$ cat config.mk
export PLATFORM = sky130hd
export DESIGN_NAME = pss_search_ctrl
export DESIGN_NICKNAME = d
export VERILOG_FILES = /design/src/rtl/pss_search_ctrl.sv
export SDC_FILE = /design/constraint.sdc
export NUM_CORES = 1
export LEC_CHECK = 0
export CAP_MARGIN = 10
export CORE_ASPECT_RATIO = 0.6
export CORE_MARGIN = 2
export CORE_UTILIZATION = 51
export CTS_CLUSTER_DIAMETER = 40
export DETAILED_ROUTE_END_ITERATION = 16
export GPL_TIMING_DRIVEN = 1
export PLACE_DENSITY = 0.77
export SLEW_MARGIN = 20
export SYNTH_ARGS = -nofsm -noshare
export SYNTH_HDL_FRONTEND = slang
export SYNTH_SLANG_ARGS = --single-unit
export TNS_END_PERCENT = 10
$ cat constraint.sdc
create_clock -name clk_i -period 4.6 [get_ports clk_i]
set_input_delay 0.46 -clock clk_i [delete_from_list [all_inputs] [get_ports clk_i]]
set_output_delay 0.46 -clock clk_i [all_outputs]
set_load 0.02 [all_outputs]
$ cat src/rtl/pss_search_ctrl.sv
// PSS correlator peak search / periodic-window tracking controller.
// Optional build macro PSS_CTRL_DRIFT_EN: re-anchor the tracking grid on every hit.
module pss_search_ctrl #(
  parameter int unsigned C_DW     = 24,
  parameter int unsigned CNT_DW   = 17,
  parameter int unsigned PERIOD   = 76800,
  parameter int unsigned WINDOW   = 64,
  parameter int unsigned PEAK_WIN = 16,
  parameter int unsigned MISS_MAX = 3
) (
  input  logic                   clk_i,
  input  logic                   reset_ni,
  input  logic                   start_i,
  input  logic                   stop_i,
  input  logic [C_DW-1:0]        threshold_i,
  input  logic [C_DW-1:0]        s_axis_corr_tdata,
  input  logic                   s_axis_corr_tvalid,
  output logic [C_DW+CNT_DW-1:0] m_axis_det_tdata,
  output logic                   m_axis_det_tuser,
  output logic                   m_axis_det_tvalid,
  output logic [1:0]             state_o,
  output logic                   locked_o
);

  localparam int unsigned HOLD_W = $clog2(PEAK_WIN + 1);
  localparam int unsigned MISS_W = $clog2(MISS_MAX + 1);
  localparam int unsigned DET_W  = C_DW + CNT_DW;

  localparam logic [1:0] S_IDLE   = 2'd0;
  localparam logic [1:0] S_SEARCH = 2'd1;
  localparam logic [1:0] S_TRACK  = 2'd2;

  localparam logic [HOLD_W-1:0] HOLD_LAST = HOLD_W'(PEAK_WIN - 1);
  localparam logic [HOLD_W-1:0] HOLD_ONE  = HOLD_W'(1);
  localparam logic [MISS_W-1:0] MISS_LAST = MISS_W'(MISS_MAX - 1);
  localparam logic [MISS_W-1:0] MISS_ONE  = MISS_W'(1);
  localparam logic [CNT_DW-1:0] CNT_ONE   = CNT_DW'(1);
  localparam logic [CNT_DW-1:0] WIN_LO    = CNT_DW'(PERIOD - WINDOW);
  localparam logic [CNT_DW-1:0] WIN_HI    = CNT_DW'(PERIOD + WINDOW);
  localparam logic [CNT_DW-1:0] D_AFTER   = CNT_DW'(WINDOW + 1);
`ifdef PSS_CTRL_DRIFT_EN
  localparam logic [CNT_DW-1:0] D_REANCHOR = CNT_DW'(PERIOD + WINDOW + 1);
`endif

  logic [1:0]        state_q, state_nxt;
  logic              start_q;
  logic [CNT_DW-1:0] samp_q, samp_nxt;
  logic [CNT_DW-1:0] d_q, d_nxt;
  logic [HOLD_W-1:0] hold_q, hold_nxt;
  logic [MISS_W-1:0] miss_q, miss_nxt;
  logic              cand_q, cand_nxt;
  logic [C_DW-1:0]   max_val_q, max_val_nxt;
  logic [CNT_DW-1:0] max_idx_q, max_idx_nxt;
`ifdef PSS_CTRL_DRIFT_EN
  logic [CNT_DW-1:0] max_d_q, max_d_nxt, md;
`endif
  logic [DET_W-1:0]  det_data_q, det_data_nxt;
  logic              det_user_q, det_user_nxt;
  logic              det_valid_q, det_valid_nxt;
  logic              locked_q, locked_nxt;

  logic              exceed_c;
  logic              start_rise_c;
  logic              in_win;
  logic              take;
  logic [C_DW-1:0]   mv;
  logic [CNT_DW-1:0] mi;

  assign exceed_c     = s_axis_corr_tdata > threshold_i;
  assign start_rise_c = start_i & ~start_q;

  // State and datapath registers
  always_ff @(posedge clk_i or negedge reset_ni) begin
    if (!reset_ni) begin
      state_q     <= S_IDLE;
      start_q     <= 1'b0;
      samp_q      <= '0;
      d_q         <= '0;
      hold_q      <= '0;
      miss_q      <= '0;
      cand_q      <= 1'b0;
      max_val_q   <= '0;
      max_idx_q   <= '0;
`ifdef PSS_CTRL_DRIFT_EN
      max_d_q     <= '0;
`endif
      det_data_q  <= '0;
      det_user_q  <= 1'b0;
      det_valid_q <= 1'b0;
      locked_q    <= 1'b0;
    end else begin
      state_q     <= state_nxt;
      start_q     <= start_i;
      samp_q      <= samp_nxt;
      d_q         <= d_nxt;
      hold_q      <= hold_nxt;
      miss_q      <= miss_nxt;
      cand_q      <= cand_nxt;
      max_val_q   <= max_val_nxt;
      max_idx_q   <= max_idx_nxt;
`ifdef PSS_CTRL_DRIFT_EN
      max_d_q     <= max_d_nxt;
`endif
      det_data_q  <= det_data_nxt;
      det_user_q  <= det_user_nxt;
      det_valid_q <= det_valid_nxt;
      locked_q    <= locked_nxt;
    end
  end

  // Next-state, counters and detection beat
  always_comb begin
    state_nxt     = state_q;
    samp_nxt      = samp_q;
    d_nxt         = d_q;
    hold_nxt      = hold_q;
    miss_nxt      = miss_q;
    cand_nxt      = cand_q;
    max_val_nxt   = max_val_q;
    max_idx_nxt   = max_idx_q;
`ifdef PSS_CTRL_DRIFT_EN
    max_d_nxt     = max_d_q;
    md            = max_d_q;
`endif
    det_data_nxt  = '0;
    det_user_nxt  = 1'b0;
    det_valid_nxt = 1'b0;
    in_win        = 1'b0;
    take          = 1'b0;
    mv            = max_val_q;
    mi            = max_idx_q;

    if (stop_i || !(state_q == S_SEARCH || state_q == S_TRACK)) begin
      // IDLE (or stop): everything held cleared; stop overrides start
      state_nxt   = (!stop_i && state_q == S_IDLE && start_rise_c) ? S_SEARCH : S_IDLE;
      samp_nxt    = '0;
      d_nxt       = '0;
      hold_nxt    = '0;
      miss_nxt    = '0;
      cand_nxt    = 1'b0;
      max_val_nxt = '0;
      max_idx_nxt = '0;
`ifdef PSS_CTRL_DRIFT_EN
      max_d_nxt   = '0;
`endif
    end else if (s_axis_corr_tvalid) begin
      samp_nxt = samp_q + CNT_ONE;
      case (state_q)
        S_SEARCH: begin
          if (cand_q || exceed_c) begin
            take = exceed_c && (!cand_q || s_axis_corr_tdata > max_val_q);
            if (take) begin
              mv = s_axis_corr_tdata;
              mi = samp_q;
            end
            if (hold_q == HOLD_LAST) begin
              // Hold complete: report and anchor the tracking grid on the peak
              det_valid_nxt = 1'b1;
              det_data_nxt  = {mv, mi};
              state_nxt     = S_TRACK;
              d_nxt         = samp_q - mi + CNT_ONE;
              hold_nxt      = '0;
              miss_nxt      = '0;
              cand_nxt      = 1'b0;
              max_val_nxt   = '0;
              max_idx_nxt   = '0;
            end else begin
              hold_nxt    = hold_q + HOLD_ONE;
              cand_nxt    = 1'b1;
              max_val_nxt = mv;
              max_idx_nxt = mi;
            end
          end
        end
        S_TRACK: begin
          d_nxt  = d_q + CNT_ONE;
          in_win = (d_q >= WIN_LO) && (d_q <= WIN_HI);
          take   = in_win && exceed_c && (!cand_q || s_axis_corr_tdata > max_val_q);
          if (take) begin
            mv = s_axis_corr_tdata;
            mi = samp_q;
`ifdef PSS_CTRL_DRIFT_EN
            md = d_q;
`endif
          end
          if (d_q == WIN_HI) begin
            cand_nxt    = 1'b0;
            max_val_nxt = '0;
            max_idx_nxt = '0;
`ifdef PSS_CTRL_DRIFT_EN
            max_d_nxt   = '0;
`endif
            if (cand_q || take) begin
              det_valid_nxt = 1'b1;
              det_user_nxt  = 1'b1;
              det_data_nxt  = {mv, mi};
              miss_nxt      = '0;
`ifdef PSS_CTRL_DRIFT_EN
              d_nxt         = D_REANCHOR - md;
`else
              d_nxt         = D_AFTER;
`endif
            end else if (miss_q == MISS_LAST) begin
              state_nxt = S_SEARCH;
              miss_nxt  = '0;
              d_nxt     = '0;
              hold_nxt  = '0;
            end else begin
              // Empty window: step the reference virtually by one period
              miss_nxt = miss_q + MISS_ONE;
              d_nxt    = D_AFTER;
            end
          end else begin
            cand_nxt    = cand_q || take;
            max_val_nxt = mv;
            max_idx_nxt = mi;
`ifdef PSS_CTRL_DRIFT_EN
            max_d_nxt   = md;
`endif
          end
        end
        default: state_nxt = S_IDLE;
      endcase
    end
  end

  assign locked_nxt = (state_nxt == S_TRACK);

  assign m_axis_det_tdata  = det_data_q;
  assign m_axis_det_tuser  = det_user_q;
  assign m_axis_det_tvalid = det_valid_q;
  assign state_o           = state_q;
  assign locked_o          = locked_q;

endmodule
==> qor.csv <==
stage,metric,value,unit
synth,synth.avg_cell_area,9.37,um^2
clocking,clk_latency,430,ps
placement,hpwl,15700,um
worst_setup_path,cp-start-kind,primary input,
routing,drc,0,
pwr,p_leak,4.89,nW
finish,antennaDiodeCount,0,
global_routing,grt_use_met1,43.4,%
finish,fillers,1104,
clocking,cts_tree,yes,
global_routing,grt_pass1_vias,7396,
finish,instances_no_fill,1285,
timing,rsz0062_at_grt,true,
timing,clock_skew,16.7,ps
synth,yosysMostFrequentCell,dfrtp_1,
finish,multiInputGateArea,4850,um^2
clocking,clk_pin_slew,60,ps
synth,ys_warn_count,0,
clocking,cts_buffers,17,
worst_setup_path,critPathMaxFanout,6,
run_status,violations,setup timing,
worst_setup_path,end_kind,register,
timing,fmax,208,MHz
clocking,cts_root_buf,clkbuf_16,
worst_setup_path,path_class,primary input to register,
pwr,irDropWorstVdd,0.208,mV
die,die_x,167,um
finish,post-route-util,71.8,%
global_routing,antenna_found_initial,0,
worst_setup_path,crit_arrival,5110,ps
global_routing,grt_start_max_net_pins,96,
clocking,cts_htree_levels,4,
timing,setup_viol,7,
synth,ys_seq_area_share,40.0,%
pwr,power_density,253,nW/um^2
die,fp-row-count,35,
min_path,hold_path.class,primary input to asynchronous set/reset pin,
routing,first_pass_iters,5,
flow_run,cap_violations,0,
timing,relSlewSlack,24.0,%
synth,synth_ff_type,dfrtp_1,
placement,numPortBuffers,98,
timing,slew_violations,0,
timing,fin_crit,4810,ps
timing,period_share,105,%
synth,synth_edf_count,0,
synth,netlist-cell-type-count,71,
routing,ant_nets,0,
placement,gp_congestion,0.855,
run_status,run_status,"finished, violations left",
global_routing,grt_use_met3,6.04,%
routing,drt-wirelength-per-cell,18.6,um
routing,first_iter_violations,948,
finish,nNetsFinal,1210,
worst_setup_path,reg2reg_depth,23,
clocking,cts_sinks,130,
die,die_area,17000,um^2
synth,netlist_instances,869,
finish,layout-drive-gt1-share,22.7,%
finish,syn_to_final_growth,36.4,%
global_routing,use_met2,44.4,%
synth,yosysTopAreaCellShare,40.0,%
timing,final_hold_viol_count,0,
global_routing,grt_overflow_total,0,
die,ioPinCount,99,
global_routing,track_usage,29.3,%
synth,yosysTopAreaCell,dfrtp_1,
routing,vias_per_cell,5.86,
die,core,15500,um^2
synth,synth_seq_cells,130,
worst_setup_path,required,4900,ps
synth,synthArstFlopShare,100,%
timing,worst_slew_pin_slew,1140,ps
clocking,cts_buffer_depth,2,
routing,totalWireLength,23900,um
synth,syn-cell-area,8140,um^2
clocking,ctsHoldBuffers,0,
finish,seq_area,3250,um^2
synth,synth_fp_nets,1009,
die,fp.dieH,102,um
synth,synthTopCellsByCount,"dfrtp_1 (130), ha_1 (86), inv_1 (74), nand2_1 (73), a21oi_1 (71)",
die,initial_core_util,52.7,%
synth,netlist_top_cells_area,"dfrtp_1 (40%), ha_1 (13%), a22o_1 (4.7%)",
global_routing,grt.busiest_layer,met2,
placement,dp_cells,1242,
global_routing,grt_pass1_wl,39300,um
timing,worst_slack,-212,ps
routing,vias,7524,
==> timing repair <==
| action | CTS | global route |
|---|---|---|
| gates resized for setup | 83 | 7 |
| setup endpoints to repair | 12 | 11 |
| buffers inserted | 9 | 2 |
| pin swaps | 38 | 9 |
| hold endpoints to repair | 0 | 0 |
| gates cloned | 1 | 0 |
==> layout by cell type (no fill, tap or decap), drive strengths merged, types with 5 or more instances in the layout <==
| master | synthesis | final |
|---|---|---|
| xnor2 | 12 | 12 |
| a21oi | 72 | 72 |
| o22ai | 6 | 6 |
| or3 | 7 | 7 |
| clkdlybuf4s50 | 0 | 79 |
| a22o | 45 | 45 |
| clkinv | 0 | 5 |
| or2 | 5 | 5 |
| inv | 74 | 76 |
| dfrtp | 130 | 130 |
| nand4 | 10 | 10 |
| nor3 | 12 | 12 |
| o31ai | 6 | 6 |
| ha | 86 | 86 |
| dlygate4sd2 | 0 | 16 |
| nand2 | 73 | 73 |
| o21a | 6 | 6 |
| xor2 | 16 | 16 |
| a21o | 8 | 8 |
| buf | 17 | 122 |
| nand2b | 5 | 5 |
| nor4 | 9 | 9 |
| o21ai | 71 | 71 |
| mux2i | 20 | 20 |
| and2 | 5 | 5 |
| nand3 | 32 | 32 |
| clkbuf | 20 | 19 |
| and3 | 8 | 8 |
| nor2 | 62 | 62 |
==> critical path, stage by stage <==
cell and delay, ps:
dlygate4sd2_1 310, ha_4 290, and2_4 130, nand4_1 140
buf_4 190, o31ai_2 300, a41oi_2 100, a22o_2 330
nor2_4 230, mux2_4 350, ha_4 240, inv_2 60
ha_4 140, inv_2 40, fa_2 360, nor2b_2 150
o2111ai_2 150, a31o_2 250, o2111ai_2 190, a21oi_2 110
o21ai_2 170, xnor2_2 140, a22oi_1 100, a21o_1 180
==> where the power goes <==
group          leakage (nW)  internal [mW]  switching, mW  total [mW]
clock                 0.256          0.741          0.544        1.28
combinational          2.82          0.168          0.206       0.374
sequential             1.81           1.15        0.00441        1.15
==> kinds of logic (layout without fill, tap and decap cells) <==
group / after synthesis / count (layout) / synth area share, %
muxes: 22 / 22 / 2.74
AOI/OAI and AO/OA: 249 / 249 / 20.2
buffers and inverters: 111 / 324 / 6.01
and+or+nand+nor: 242 / 242 / 14.6
DFF: 130 / 130 / 40.0
xor gates and xnor gates: 28 / 28 / 3.01
adders and majority gates: 87 / 87 / 13.5
==> final cells by class <==
| type | count | share of cell area [%] |
|---|---|---|
| well taps | 203 | 2.29 |
| multi-input cells | 628 | 43.7 |
| repair buffers | 219 | 17.3 |
| clock buffers | 19 | 3.90 |
| flip-flops and latches | 130 | 29.3 |
| clock inverters | 12 | 0.992 |
| inverters | 74 | 2.50 |
==> path summary, 6_finish.rpt <==
check | startpoint | endpoint | slack, ps
worst max-delay path | s_axis_corr_tdata[18] | d_q[15] | -210
worst min-delay path | reset_ni | m_axis_det_tdata[23] | 80
worst max register to register | max_val_q[23] | d_q[15] | -180
worst min register to register | hold_q[0] | hold_q[0] | 500
max in group asynchronous | reset_ni | max_idx_q[1] | 3380
min in group clk_i | s_axis_corr_tdata[10] | m_axis_det_tdata[27] | 480
==> stage by stage <==
step,power [mW],area [um^2],worst slack (ps),hold slack (ps),setup TNS (ps)
global route,2.89,11100,-430,213,-2790
floorplan,1.33,8260,-0.451,164,-0.451
global placement,1.48,10100,-901,484,-7210
CTS,2.80,11100,-121,172,-283
detailed placement,1.49,10100,-1070,486,-10050
finish,2.81,11100,-212,78.2,-1020
==> sequential cells by signal, summed over array words and instances (netlist names) <==
register and flops:
m_axis_det_tdata 41, max_val_q 24, d_q 17, max_idx_q 17
samp_q 17, hold_q 5, miss_q 2, state_o 2
cand_q 1, locked_o 1, m_axis_det_tuser 1, m_axis_det_tvalid 1
start_q 1
==> per-layer routing <==
metal | part of all wire (%) | wire [um]
met3 | 7.5 | 1800
met4 | 1.1 | 255
met1 | 49 | 11700
met2 | 43 | 10200
met5 | 0 | 0
(Power assumes the default switching activity.)
==> edit (same flow settings) <==
Change the parameter `C_DW` from 24 to 12.
--- a/src/rtl/pss_search_ctrl.sv
+++ b/src/rtl/pss_search_ctrl.sv
@@ -3,3 +3,3 @@
 module pss_search_ctrl #(
-  parameter int unsigned C_DW     = 24,
+  parameter int unsigned C_DW     = 12,
   parameter int unsigned CNT_DW   = 17,
Ports: changed (resized m_axis_det_tdata, s_axis_corr_tdata and threshold_i); port bits go from 99 to 63. The function was not compared with the original's and may differ.
==> edit against the unedited design <==
- setup slack improved by 240 ps
- routed wire length fell by 8.7%
- synthesized area fell by 13%
- critical endpoint is now d_q[13]$_DFFE_PN0P_
- final cell count fell by 18%
- critical path type unchanged
- power fell by 28%
- final area fell by 16%
- non-clock buffer count fell by 56
- sequential cell count fell by 24
==> edit: results (changes against the unedited design) <==
\begin{tabular}{lr}
\hline
Metric & Value \\
\hline
\multicolumn{2}{l}{\textbf{GRT}} \\
\quad Met1 track utilization from global routing & 41.2\% (was 43.4\%) \\
\quad Met3 Use GR & 7.50\% (was 6.04\%) \\
\quad Global Route met2 Usage & 42.4\% (was 44.4\%) \\
\quad Pin count of the biggest net entering global routing & 78 (was 96) \\
\quad Wire length of the first global-routing pass & 32,900 microns (was 39,300 microns) \\
\quad GRT Util Overall & 28.4\% (was 29.3\%) \\
\quad Number of global-route vias before repair & 6,241 (was 7,396) \\
\multicolumn{2}{l}{\textbf{STA}} \\
\quad Maximum clock skew at final layout & 19.6 ps (was 16.7 ps) \\
\quad Measured slew at the worst slew-check pin & 909 ps (was 1140 ps) \\
\multicolumn{2}{l}{\textbf{Finish}} \\
\quad Largest register FFs & 29 (was 41) \\
\quad Share of layout cells above drive strength 1 & 24.0\% (was 22.7\%) \\
\quad Filler cell count in the final layout & 956 (was 1,104) \\
\multicolumn{2}{l}{\textbf{Clock tree}} \\
\quad H-tree depth reported by CTS & 3 (was 4) \\
\quad Source-to-sink clock delay at the later pin of the worst-skew pair & 360 ps (was 430 ps) \\
\quad Number of clock buffers inserted by TritonCTS & 9 (was 17) \\
\multicolumn{2}{l}{\textbf{Synth}} \\
\quad Top area cells in the synthesized netlist & sky130\_fd\_sc\_hd\_\_dfrtp\_1 (38\%), sky130\_fd\_sc\_hd\_\_ha\_1 (11\%), sky130\_fd\_sc\_hd\_\_mux2i\_1 (4.8\%) (was sky130\_fd\_sc\_hd\_\_dfrtp\_1 (40\%), sky130\_fd\_sc\_hd\_\_ha\_1 (13\%), sky130\_fd\_sc\_hd\_\_a22o\_1 (4.7\%)) \\
\quad Number of nets in the synthesized netlist & 837 (was 1,009) \\
\quad Share of cell area taken by muxes after synthesis & 4.98\% (was 2.74\%) \\
\multicolumn{2}{l}{\textbf{Setup path}} \\
\quad End of the worst register-to-register path & d\_q[13]\$\_DFFE\_PN0P\_ (was d\_q[15]\$\_DFFE\_PN0P\_) \\
\quad Critical path fanouts, max & 7 (was 6) \\
\quad Arr. time, crit path & 4830 ps (was 5110 ps) \\
\quad Critical Path Slowest Stage Cell & sky130\_fd\_sc\_hd\_\_a211oi\_2 (was sky130\_fd\_sc\_hd\_\_fa\_2) \\
\quad Worst reg-to-reg setup slack & 70 ps (was -180 ps) \\
\multicolumn{2}{l}{\textbf{Placed design}} \\
\quad Number of port buffers & 62 (was 98) \\
\quad Placer congestion estimate & 1.02 (was 0.855) \\
\quad Setup slack at placement & -563 ps (was -1070 ps) \\
\multicolumn{2}{l}{\textbf{Power and ir drop}} \\
\quad IR drop worst, VDD & 0.193 mV (was 0.208 mV) \\
\multicolumn{2}{l}{\textbf{Drt}} \\
\quad DRT Wirelength & 21,800 microns (was 23,900 microns) \\
\quad Number of DRC markers in iteration 0 & 774 (was 948) \\
\multicolumn{2}{l}{\textbf{Outcome}} \\
\quad Result of the run & completed (was finished with violations) \\
\hline
\end{tabular}
[edit: cell types whose count changed after synthesis, sizes merged, moves of 14 or more]
cell | unedited run | this run
ha | 86 | 62
o21ai | 71 | 43
a22o | 45 | 31
inv | 74 | 47
nand2 | 73 | 59
dfrtp | 130 | 106
a21oi | 72 | 44
mux2i | 20 | 34
[edit: final cells by class]
cell class / instances / area share [%]
clock inverter: 7 / 1.01
multi-input combinational: 552 / 47.9
clock buffer: 9 / 2.43
tap: 175 / 2.36
inverter: 47 / 1.90
sequential: 106 / 28.6
timing repair buffer: 163 / 15.8
[edit: stage by stage]
| step | area, sq um | setup TNS (ps) | utilization (%) | std cells | total power [W] |
|---|---|---|---|---|---|
| 5_1_grt | 9280 | -447 | 68.3 | 1059 | 0.00208 |
| 6_report | 9280 | 0 | 68.3 | 1059 | 0.00203 |
| 4_1_cts | 8790 | 0 | 64.7 | 1043 | 0.00199 |
| 3_3_place_gp | 8290 | -2050 | 61.0 | 1017 | 0.00115 |
| 2_1_floorplan | 7070 | 0 | - | 745 | 0.00106 |
| 3_5_place_dp | 8290 | -3540 | 61.0 | 1017 | 0.00116 |
[edit: timing repair]
item	in CTS	in global routing
setup buffers	10	15
gates resized for setup	22	79
endpoints found under the setup margin	6	10
pin swaps	17	43
[edit: cells by family after synthesis]
| family | after synthesis |
|---|---|
| AND/OR/NAND/NOR | 224 |
| AO/OA/AOI/OAI | 202 |
| flip-flops | 106 |
| buffers and inverters | 87 |
| adder cells (fa/ha/maj) | 63 |
| multiplexers | 35 |
| XOR/XNOR | 28 |
[edit: worst min-delay path by stage]
stage	to	slack (ps)
final	m_axis_det_tdata[24]$_DFF_PN0_	80
after global routing	m_axis_det_tdata[23]$_DFF_PN0_	110
after CTS	m_axis_det_tdata[24]$_DFF_PN0_	310
after detailed placement	max_val_q[7]$_DFFE_PN0P_	490
after global placement	miss_q[1]$_DFFE_PN0P_	470
after floorplan	cand_q$_DFFE_PN0P_	160
[edit: power groups by stage]
stage	Combinational (W)	Sequential, W	Clock (W)
after floorplan	0.000103	0.000956	0
after global placement	0.000196	0.000956	0
after detailed placement	0.000204	0.000957	0
after CTS	0.000227	0.000938	0.000828
after global routing	0.000289	0.000939	0.000855
final	0.000269	0.000938	0.000820
[edit: per-layer routing]
layer / wire length, microns / part of all wire (%)
met5: 0 / 0
met4: 368 / 1.7
met1: 9600 / 44
met3: 2160 / 9.9
met2: 9700 / 44
